[config.mk]
export PLATFORM = sky130hd
export DESIGN_NAME = bar_update_scheduler
export DESIGN_NICKNAME = d
export VERILOG_FILES = /design/src/rtl/bar_update_scheduler.sv
export SDC_FILE = /design/constraint.sdc
export NUM_CORES = 1
export LEC_CHECK = 0
export BUFFER_PORTS_ARGS = -buffer_cell sky130_fd_sc_hd__clkbuf_2
export CAP_MARGIN = 25
export CORE_MARGIN = 1
export CORE_UTILIZATION = 67
export DETAILED_ROUTE_END_ITERATION = 10
export PLACE_DENSITY_LB_ADDON = 0.2
export SYNTH_ARGS = -nofsm -noshare
export SYNTH_HDL_FRONTEND = slang
export SYNTH_SLANG_ARGS = --single-unit
[constraint.sdc]
create_clock -name clk_25MHz -period 10.9 [get_ports clk_25MHz]
set_clock_uncertainty 0.2 [all_clocks]
set_input_delay 1.09 -clock clk_25MHz [delete_from_list [all_inputs] [get_ports clk_25MHz]]
set_output_delay 1.09 -clock clk_25MHz [all_outputs]
set_load 0.02 [all_outputs]
[src/rtl/bar_update_scheduler.sv]
// ---------------------------------------------------------------------------
// bar_update_scheduler
//
// Once per video frame, when a fresh spectrum is waiting, walks the spectrum
// memory bar by bar, averages the bins that belong to each bar, blends the
// average into the previously displayed height (7/8 old + 1/8 new) and writes
// the result into the bar register file.
//
// Ports
//   clk_25MHz      in   pixel clock; everything runs on its rising edge
//   rst            in   asynchronous, active-low reset
//   fft_done       in   one-cycle pulse: a new spectrum is ready
//   vsync          in   VGA vertical sync (already in the clk_25MHz domain)
//   bin_rd         out  read strobe to the spectrum memory
//   bin_addr       out  bin index, valid with bin_rd
//   bin_data       in   bin magnitude, valid one cycle after bin_rd
//   bar_we         out  one-cycle write strobe to the bar register file
//   bar_idx        out  bar being written, valid with bar_we
//   bar_val        out  smoothed bar height, valid with bar_we
//   busy           out  high while an update sequence runs
//   frame_skipped  out  one-cycle pulse: frame start arrived while busy
// ---------------------------------------------------------------------------
module bar_update_scheduler #(
    parameter int WIDTH = 12,
    parameter int N     = 256,
    parameter int BARS  = 16,
    parameter int BAR_W = 6
) (
    input  logic                    clk_25MHz,
    input  logic                    rst,
    input  logic                    fft_done,
    input  logic                    vsync,
    output logic                    bin_rd,
    output logic [$clog2(N)-1:0]    bin_addr,
    input  logic [WIDTH:0]          bin_data,
    output logic                    bar_we,
    output logic [$clog2(BARS)-1:0] bar_idx,
    output logic [BAR_W-1:0]        bar_val,
    output logic                    busy,
    output logic                    frame_skipped
);

    localparam int AW = $clog2(N);
    localparam int IW = $clog2(BARS);

    // Logarithmic bar-to-bin map: first bin of each bar and log2 of its bin count.
    localparam logic [AW-1:0] FIRST_BIN [0:BARS-1] = '{
        8'd2,  8'd3,  8'd4,  8'd5,  8'd6,  8'd7,  8'd8,  8'd9,
        8'd11, 8'd13, 8'd17, 8'd21, 8'd29, 8'd37, 8'd53, 8'd69
    };
    localparam logic [2:0] LOG2_CNT [0:BARS-1] = '{
        3'd0, 3'd0, 3'd0, 3'd0, 3'd0, 3'd0, 3'd0, 3'd1,
        3'd1, 3'd2, 3'd2, 3'd3, 3'd3, 3'd4, 3'd4, 3'd5
    };

    typedef enum logic [1:0] {
        IDLE   = 2'd0,
        ISSUE  = 2'd1,
        LAST   = 2'd2,
        COMMIT = 2'd3
    } state_t;

    state_t state, state_nxt;

    logic [1:0]       vs_hist;        // [1] = older sample, [0] = newer sample
    logic             frame_start;
    logic             pending;
    logic             start;

    logic [IW-1:0]    bar;            // bar currently being processed
    logic [4:0]       cnt;            // reads issued so far for this bar
    logic [4:0]       cnt_last;
    logic             last_issue;
    logic [AW-1:0]    addr;

    logic [4:0]       sample;         // top five magnitude bits of one bin
    logic [9:0]       acc;
    logic [9:0]       avg;
    logic [8:0]       old7;
    logic [9:0]       smooth_sum;
    logic [BAR_W-1:0] new_val;

    logic [BAR_W-1:0] held [BARS];    // last displayed height per bar
    logic [IW-1:0]    idx_q;          // bar_idx / bar_val hold between strobes
    logic [BAR_W-1:0] val_q;

    logic             unused_low;

    // Only the top five magnitude bits contribute to a bar.
    assign sample     = bin_data[WIDTH -: 5];
    assign unused_low = ^bin_data[WIDTH-5:0];

    assign frame_start = (vs_hist == 2'b01);
    assign start       = frame_start && pending && (state == IDLE);

    assign cnt_last   = 5'((6'd1 << LOG2_CNT[bar]) - 6'd1);
    assign last_issue = (cnt == cnt_last);

    // Average over a power-of-two bin count, then blend 1/8 new + 7/8 old.
    // The sum cannot exceed 58 with these widths; the clamp keeps it safe if
    // the accumulator or bar width is ever changed.
    assign avg        = acc >> LOG2_CNT[bar];
    assign old7       = 9'(held[bar]) * 9'd7;
    assign smooth_sum = 10'(avg[9:3]) + 10'(old7[8:3]);
    assign new_val    = (|smooth_sum[9:BAR_W]) ? '1 : smooth_sum[BAR_W-1:0];

    // ------------------------------------------------------------------
    // FSM: state register
    // ------------------------------------------------------------------
    // NOTE: sequential state uses non-blocking assignments so every flop
    // samples pre-edge values regardless of block evaluation order.
    always_ff @(posedge clk_25MHz or negedge rst) begin
        if (!rst) begin
            state <= IDLE;
        end else begin
            state <= state_nxt;
        end
    end

    // ------------------------------------------------------------------
    // FSM: next-state logic
    // ------------------------------------------------------------------
    // NOTE: default assignment first, so no path through the case leaves
    // state_nxt unassigned and infers a latch.
    always_comb begin
        state_nxt = state;
        case (state)
            IDLE:    if (start) state_nxt = ISSUE;
            ISSUE:   if (last_issue) state_nxt = LAST;
            LAST:    state_nxt = COMMIT;
            COMMIT:  state_nxt = (bar == IW'(BARS - 1)) ? IDLE : ISSUE;
            default: state_nxt = IDLE;
        endcase
    end

    // ------------------------------------------------------------------
    // FSM: outputs
    // ------------------------------------------------------------------
    always_comb begin
        bin_rd = 1'b0;
        bar_we = 1'b0;
        busy   = 1'b0;
        case (state)
            ISSUE:  begin bin_rd = 1'b1; busy = 1'b1; end
            LAST:   busy = 1'b1;
            COMMIT: begin bar_we = 1'b1; busy = 1'b1; end
            default: ;
        endcase
    end

    assign frame_skipped = frame_start && busy;
    assign bin_addr      = addr;
    assign bar_idx       = bar_we ? bar : idx_q;
    assign bar_val       = bar_we ? new_val : val_q;

    // ------------------------------------------------------------------
    // Datapath: trigger detection, address walk, accumulate, smooth
    // ------------------------------------------------------------------
    // NOTE: the per-bar history is cleared by reset so a restarted display
    // never blends in heights from before the reset.
    always_ff @(posedge clk_25MHz or negedge rst) begin
        if (!rst) begin
            vs_hist <= '0;
            pending <= 1'b0;
            bar     <= '0;
            cnt     <= '0;
            addr    <= '0;
            acc     <= '0;
            idx_q   <= '0;
            val_q   <= '0;
            for (int i = 0; i < BARS; i++) begin
                held[i] <= '0;
            end
        end else begin
            vs_hist <= {vs_hist[0], vsync};

            // A new spectrum arriving in the start cycle stays pending.
            if (fft_done) begin
                pending <= 1'b1;
            end else if (start) begin
                pending <= 1'b0;
            end

            case (state)
                IDLE: begin
                    if (start) begin
                        bar  <= '0;
                        cnt  <= '0;
                        addr <= FIRST_BIN[0];
                    end
                end
                ISSUE: begin
                    // Data for the read issued last cycle arrives now; the
                    // first cycle of a bar has nothing in flight.
                    if (cnt == 5'd0) begin
                        acc <= '0;
                    end else begin
                        acc <= acc + 10'(sample);
                    end
                    if (!last_issue) begin
                        cnt  <= cnt + 5'd1;
                        addr <= addr + AW'(1);
                    end
                end
                LAST: begin
                    acc <= acc + 10'(sample);
                end
                COMMIT: begin
                    held[bar] <= new_val;
                    idx_q     <= bar;
                    val_q     <= new_val;
                    if (bar != IW'(BARS - 1)) begin
                        bar  <= bar + IW'(1);
                        cnt  <= '0;
                        addr <= FIRST_BIN[bar + IW'(1)];
                    end
                end
                default: ;
            endcase
        end
    end

endmodule

==> summary.md, run 1 <==
| Metric | Value |
|---|---|
| Status | `complete, no violations` |
| Post-Syn Nets | `830` |
| Register bit count reported by yosys | `138` |
| CTS root buf | `clkbuf_16` |
| Hold_buf cts | `0` |
| Layout cells sized above 1 | `0.158` |
| Commonest cells in the netlist | `dfrtp_1 (138), nor2_1 (136), a21oi_1 (119)` |
| Drt pass-1 iters | `8` |
| Port Buf Inserts | `30` |
| Clock sinks | `138` |
| CP arrival | `6410 ps` |
| Antenna Nets Post-Route | `0` |
| F_max | `0.130 GHz` |
| Total negative slack | `0 ps` |
| Multi-input combinational cell area | `3990 um2` |
| Die area | `12100 um2` |
| DRC Markers | `0` |
| M1 GR Usage | `0.425` |
| Busiest grt layer | `met2` |
| Yosys warnings | `0` |
| Setup crit start kind | `flip-flop` |
| Biggest area consumer among synthesized cells | `dfrtp_1` |
| Netlist cell types | `67` |
| Via density | `6.39` |
| CTS buffer count | `17` |
| Post-DP HPWL | `12100 um` |
| Std-Cell Rows | `39` |
| Syn Inst Count | `770` |
| Die Wd | `110 um` |
| Post-synth EDFFs | `0` |
| Chip height | `110 um` |
| Initial Util | `0.686` |
| Syn avg cell area | `10.1 um2` |
| All-Layer GR Usage | `0.322` |
| Fillers | `759` |
| Hold Slack | `231 ps` |
| Synth Flop Type | `dfrtp_1` |
| RSZ-0062 raised after global routing | `false` |
| Crit share post-route | `0.707` |
| Register area | `3450 um2` |
| CP Capture Type | `output port` |
| First-pass GRT wire length | `28800 um` |
| Antenna diode instance count | `0` |
| Fin. Hold Viols | `0` |
| Period minus WS final | `7700 ps` |
| Slew HR | `0.323` |
| Measured slew at the worst slew-check pin | `1020 ps` |
| Setup violations, final | `0` |
| Final wirelength | `17800 um` |
| GR met3 Demand/Resource | `0.0771` |
| Slowest stage cell on the critical path | `a2111oi_4` |
| Most frequent cell after synthesis | `dfrtp_1` |
| Total setup buffers inserted after CTS | `0` |
| Post-synthesis sequential area ratio | `0.443` |
| Routing usage on met2 | `0.513` |
| Initial antenna violation count | `0` |
| CTS max path bufs | `2` |
| Synthesis-to-layout area growth | `9.35%` |
| Pins Over Slew Limit | `0` |
| Core Area | `11400 um2` |
| Drt initial violations | `616` |
| CTS clk-pin slew, worst paths | `60 ps` |
| Num ports | `39` |
| CTS tree | `built` |
| Post-Syn Area | `7800 um2` |
| Vias in the first global route | `5885` |
| Critical Path RT | `9610 ps` |
| Synth top area cells | `dfrtp_1 (44%), mux4_2 (8.7%), a21oi_1 (7.6%)` |
| Post-CTS sizing | `0` |
| Nets | `840` |
| Congestion Overflow GR | `0` |
| Crit Path Class | `flip-flop to output port` |
| H-tree Lvls | `4` |
| FFs w/ async S/R, synth | `1.00` |
| Type of the most critical hold path | `flip-flop to flip-flop` |
| CP cell instances | `buf_12 -> mux4_2 -> mux4_2 -> fa_1 -> and2_1 -> fa_1 -> a21o_1 -> a21oi_1 -> xor2_1 -> ha_1 -> o21ai_0 -> nor2_1 -> nand3_1 -> o22a_1 -> a2111oi_4 -> a21oi_1 -> clkbuf_2` |
| Largest net degree at the start of global routing | `71` |
| Max_cap viols | `0` |
| Clock Latency Late Sink | `430 ps` |
| CP max FO | `23` |
| Delay of the slowest cell on the worst path | `920 ps` |
| Top-area cell type share of the netlist area | `0.443` |
| Wire per inst | `19.0 um` |
| GPL Wtd Cong | `0.817` |
| Via count | `5965` |
[cells by family after synthesis]
logic type / after synthesis / synth area share
xor gates and xnor gates: 19 / 0.0213
AOI/OAI and AO/OA: 208 / 0.169
DFF: 138 / 0.443
muxes: 47 / 0.110
adders and majority gates: 43 / 0.0767
buffers and inverters: 83 / 0.0452
and+or+nand+nor: 232 / 0.135
[worst paths after layout]
path,startpoint,end,slack [ps],cells after the start
setup reg to reg,bar[0],val_q[5],4740,16
min in group asynchronous,rst,acc[1],460,1
setup / recovery,bar[0],bar_val[5],3200,17
max in group asynchronous,rst,bar[0],8650,2
hold reg to reg,vs_hist[0],vs_hist[1],230,0
hold / removal,vs_hist[0],vs_hist[1],230,0
[worst max-delay path: cells and delay by family (launching register included)]
| family | cells | cell delay [ps] |
|---|---|---|
| fa+ha+maj | 3 | 1260 |
| compound gates | 6 | 1890 |
| mux | 2 | 1100 |
| flops | 1 | 540 |
| buf+inv | 2 | 470 |
| simple gates | 3 | 570 |
| xor+xnor | 1 | 130 |
[state kept, by name (all words and copies together) (netlist names)]
register,count
idx_q,4
pending,1
cnt,5
bin_addr,8
vs_hist,2
val_q,6
acc,10
held,96
state,2
bar,4
[per-stage QoR]
| step | std cells | worst slack [ps] | cell area (um2) | util |
|---|---|---|---|---|
| detailed placement | 901 | 3300 | 7960 | 0.700 |
| CTS | 931 | 2840 | 8500 | 0.747 |
| global route | 934 | 2860 | 8530 | 0.750 |
| floorplan | 770 | 4640 | 7800 | - |
| global placement | 899 | 3540 | 7950 | 0.699 |
| finish | 934 | 3200 | 8530 | 0.750 |
[layout make-up]
type	instances	share of cell area
Clock buffer	21	0.0552
Clock inverter	9	0.00777
Inverter	35	0.0154
Multi-Input combinational cell	549	0.468
Sequential cell	138	0.405
Tap cell	143	0.0210
Timing Repair Buffer	39	0.0274
[cells in the final DEF, fill, tap and decap left out, types with 6 or more instances in the layout]
cell type,n
xor2_1,10
clkbuf_16,17
nand3_1,10
o21ai_0,25
buf_4,6
nand3b_1,7
a21oi_1,119
nand2b_1,9
xnor2_1,9
a211oi_1,6
nand2_1,28
nor2_1,136
clkbuf_2,29
fa_1,8
inv_1,33
mux2i_1,10
nor3_1,8
mux2_2,6
dfrtp_1,137
nand4_1,6
ha_1,35
a21o_1,6
mux4_2,30
[metal layers]
layer / vias to the layer above / routed length, um
met5: - / 0
met4: 0 / 389
met3: 35 / 1350
met2: 246 / 8650
met1: 2936 / 7380
li1: 2748 / -
Power of run 1 is left out: the tool's default activity adds up to more than one toggle a clock period on the data nets, which glitch-free logic cannot reach.
==> run 2: changes to the inputs <==
--- a/config.mk
+++ b/config.mk
@@ -8,7 +8,7 @@
 export BUFFER_PORTS_ARGS = -buffer_cell sky130_fd_sc_hd__clkbuf_2
 export CAP_MARGIN = 25
 export CORE_MARGIN = 1
-export CORE_UTILIZATION = 67
+export CORE_UTILIZATION = 62
 export DETAILED_ROUTE_END_ITERATION = 10
 export PLACE_DENSITY_LB_ADDON = 0.2
 export SYNTH_ARGS = -nofsm -noshare
==> constraint.sdc (replaced) <==
create_clock -name clk_25MHz -period 7.8 [get_ports clk_25MHz]
set_clock_uncertainty 0.2 [all_clocks]
set_input_delay 0.78 -clock clk_25MHz [delete_from_list [all_inputs] [get_ports clk_25MHz]]
set_output_delay 0.78 -clock clk_25MHz [all_outputs]
set_load 0.02 [all_outputs]
==> run 2 against run 1 <==
  * Count of clock-buffer cells in the layout is 3 lower
  * Non-clock buffer count grew 2
  * Via count shrank 0.39%
  * Critical path depth unchanged
  * Hold slack got worse by 100 ps
  * Sequential share of layout area down 0.37 points
  * Flip-flop and latch count unchanged
  * Final area is 0.92% higher
  * Register-to-register slack worse by 3000 ps
  * Die area increased by 7.9%
  * Largest cell class unchanged
==> summary.md, run 2 (synthesized netlist as in run 1, its figures left out) <==
| Metric | Value |
|---|---|
| Status | `complete, no violations (unchanged)` |
| Crit Path Class | `flip-flop to output port (unchanged)` |
| Final wirelength | `17500 um (was 17800 um)` |
| Fillers | `918 (was 759)` |
| Core Area | `12200 um2 (was 11400 um2)` |
| Crit Reg-Reg Startpoint | `bar[0] (unchanged)` |
| Slew HR | `0.331 (was 0.323)` |
| F_max | `0.137 GHz` |
| CTS root buf | `clkbuf_16 (unchanged)` |
| Largest net degree at the start of global routing | `77 (was 71)` |
| H-tree Lvls | `4 (unchanged)` |
| First-pass GRT wire length | `28600 um (was 28800 um)` |
| Synthesis-to-layout area growth | `10.4% (was 9.35%)` |
| Measured slew at the worst slew-check pin | `1000 ps (was 1020 ps)` |
| DRC Markers | `0 (unchanged)` |
| Vias in the first global route | `5864 (was 5885)` |
| Initial Util | `0.641 (was 0.686)` |
| Die Wd | `114 um (was 110 um)` |
| Via density | `6.17 (was 6.39)` |
| Fin. Hold Viols | `0 (unchanged)` |
| Nets | `842 (was 840)` |
| Port Buf Inserts | `30 (unchanged)` |
| Biggest register | `held (unchanged)` |
| Num ports | `39 (unchanged)` |
| Critical Path RT | `6820 ps (was 9610 ps)` |
| CTS clk-pin slew, worst paths | `60 ps (about the same)` |
| Commonest non-fill, non-tap cell in the layout | `dfrtp_1 (unchanged)` |
| Setup violations, final | `0 (unchanged)` |
| Hold_buf cts | `0 (unchanged)` |
| Pins Over Slew Limit | `0 (unchanged)` |
| Period minus WS final | `7300 ps` |
| Antenna Nets Post-Route | `0 (unchanged)` |
| Initial antenna violation count | `0 (unchanged)` |
| Most frequent cells in the layout | `dfrtp_1 (137), nor2_1 (136), a21oi_1 (119) (unchanged)` |
| Layout cells sized above 1 | `0.164 (was 0.158)` |
| CTS tree | `built (unchanged)` |
| CP max FO | `26 (was 23)` |
| Slowest stage cell on the critical path | `dfrtp_2 (was a2111oi_4)` |
| Setup crit start kind | `flip-flop (unchanged)` |
| Hold Slack | `127 ps (was 231 ps)` |
| Crit path max-delay family | `compound AO/OA/AOI/OAI gates (unchanged)` |
| Clock Latency Late Sink | `430 ps (about the same)` |
| Worst Setup SP | `bar[0] (unchanged)` |
| Std-Cell Rows | `40 (was 39)` |
| Max_cap viols | `0 (unchanged)` |
| Congestion Overflow GR | `0 (unchanged)` |
| Post-DP HPWL | `12100 um (about the same)` |
| Final instance area | `8610 um2 (was 8530 um2)` |
| Clock sinks | `138 (unchanged)` |
| CP arrival | `6320 ps (was 6410 ps)` |
| Crit share post-route | `0.936` |
| Antenna diode instance count | `0 (unchanged)` |
| RSZ-0062 raised after global routing | `false (unchanged)` |
| Buffers plus inverters on the worst setup path | `1 (was 2)` |
| Post-CTS sizing | `0 (unchanged)` |
| CTS buffer count | `17 (unchanged)` |
| CP cell instances | `mux4_2 -> mux4_2 -> fa_1 -> and2_1 -> fa_1 -> a21o_1 -> a21oi_1 -> nor2_1 -> o21ai_0 -> nand2b_1 -> ha_1 -> nand3b_1 -> nor4_1 -> o211ai_4 -> a21oi_4 -> a21oi_1 -> clkbuf_2 (was buf_12 -> mux4_2 -> mux4_2 -> fa_1 -> and2_1 -> fa_1 -> a21o_1 -> a21oi_1 -> xor2_1 -> ha_1 -> o21ai_0 -> nor2_1 -> nand3_1 -> o22a_1 -> a2111oi_4 -> a21oi_1 -> clkbuf_2)` |
| Placed cell area | `8020 um2 (was 7960 um2)` |
| Drt initial violations | `602 (was 616)` |
| Total setup buffers inserted after CTS | `0 (unchanged)` |
| CP Capture Type | `output port (unchanged)` |
| GPL Wtd Cong | `0.827 (was 0.817)` |
| Drt pass-1 iters | `8 (unchanged)` |
| All-Layer GR Usage | `0.290 (was 0.322)` |
| Chip height | `114 um (was 110 um)` |
| Max reg flops | `96 (unchanged)` |
| Wire per inst | `18.1 um (was 19.0 um)` |
| Type of the most critical hold path | `input port to async pin (was flip-flop to flip-flop)` |
| Delay of the slowest cell on the worst path | `950 ps (was 920 ps)` |
| CTS max path bufs | `2 (unchanged)` |
| Via count | `5942 (was 5965)` |
| Total negative slack | `0 ps (unchanged)` |
| Die area | `13000 um2 (was 12100 um2)` |
==> run 2: cell types whose count changed in the layout (fill, tap and decap cells not counted), sizes merged <==
cell,delta
bufinv,+1
inv,+6
clkinvlp,+2
clkinv,-4
clkbuf,-4
buf,+3
==> run 2: per-stage QoR <==
step / utilization / instances / setup WS, ps
2_1_floorplan: - / 770 / 1850
3_3_place_gp: 0.658 / 927 / 1050
3_5_place_dp: 0.659 / 931 / 904
6_report: 0.708 / 963 / 502
5_1_grt: 0.708 / 963 / 72.8
4_1_cts: 0.708 / 963 / 432
==> run 2: final timing paths <==
check | endpoint | slack, ps | depth (start not counted)
min in group clk_25MHz | vs_hist[1] | 230 | 0
setup / recovery | bar_val[2] | 500 | 17
hold reg to reg | vs_hist[1] | 230 | 0
max in group asynchronous | held[6] | 5920 | 2
hold / removal | cnt[4] | 130 | 1
setup reg to reg | held[80] | 1720 | 16
==> run 2: area by class of cell <==
| class | instances | area [um2] | share of cell area |
|---|---|---|---|
| Multi-Input combinational cell | 549 | 3990 | 0.464 |
| Sequential cell | 138 | 3450 | 0.401 |
| Clock buffer | 18 | 439 | 0.0510 |
| Timing Repair Buffer | 41 | 229 | 0.0266 |
| Tap cell | 168 | 210 | 0.0244 |
| Clock inverter | 14 | 150 | 0.0174 |
| Inverter | 35 | 131 | 0.0153 |
==> run 2: routing by layer <==
metal	wire length (um)	track usage
met2	8790	0.473
met1	7240	0.384
met4	277	0.100
met5	0	0
met3	1150	0.0715
==> run 2: worst register-to-register path: stages, from the launching register on <==
cell and delay, ps:
dfrtp_2 950, mux4_2 630, mux4_2 560, fa_1 490, and2_1 180, fa_1 400, a21o_1 190, a21oi_1 210
nor2_1 60, o21ai_0 170, nand2b_1 90, ha_1 360, nand3b_1 100, nor4_1 470, o211ai_4 230, a21oi_4 460
a21oi_1 180
Power of run 2 is left out for the same reason.
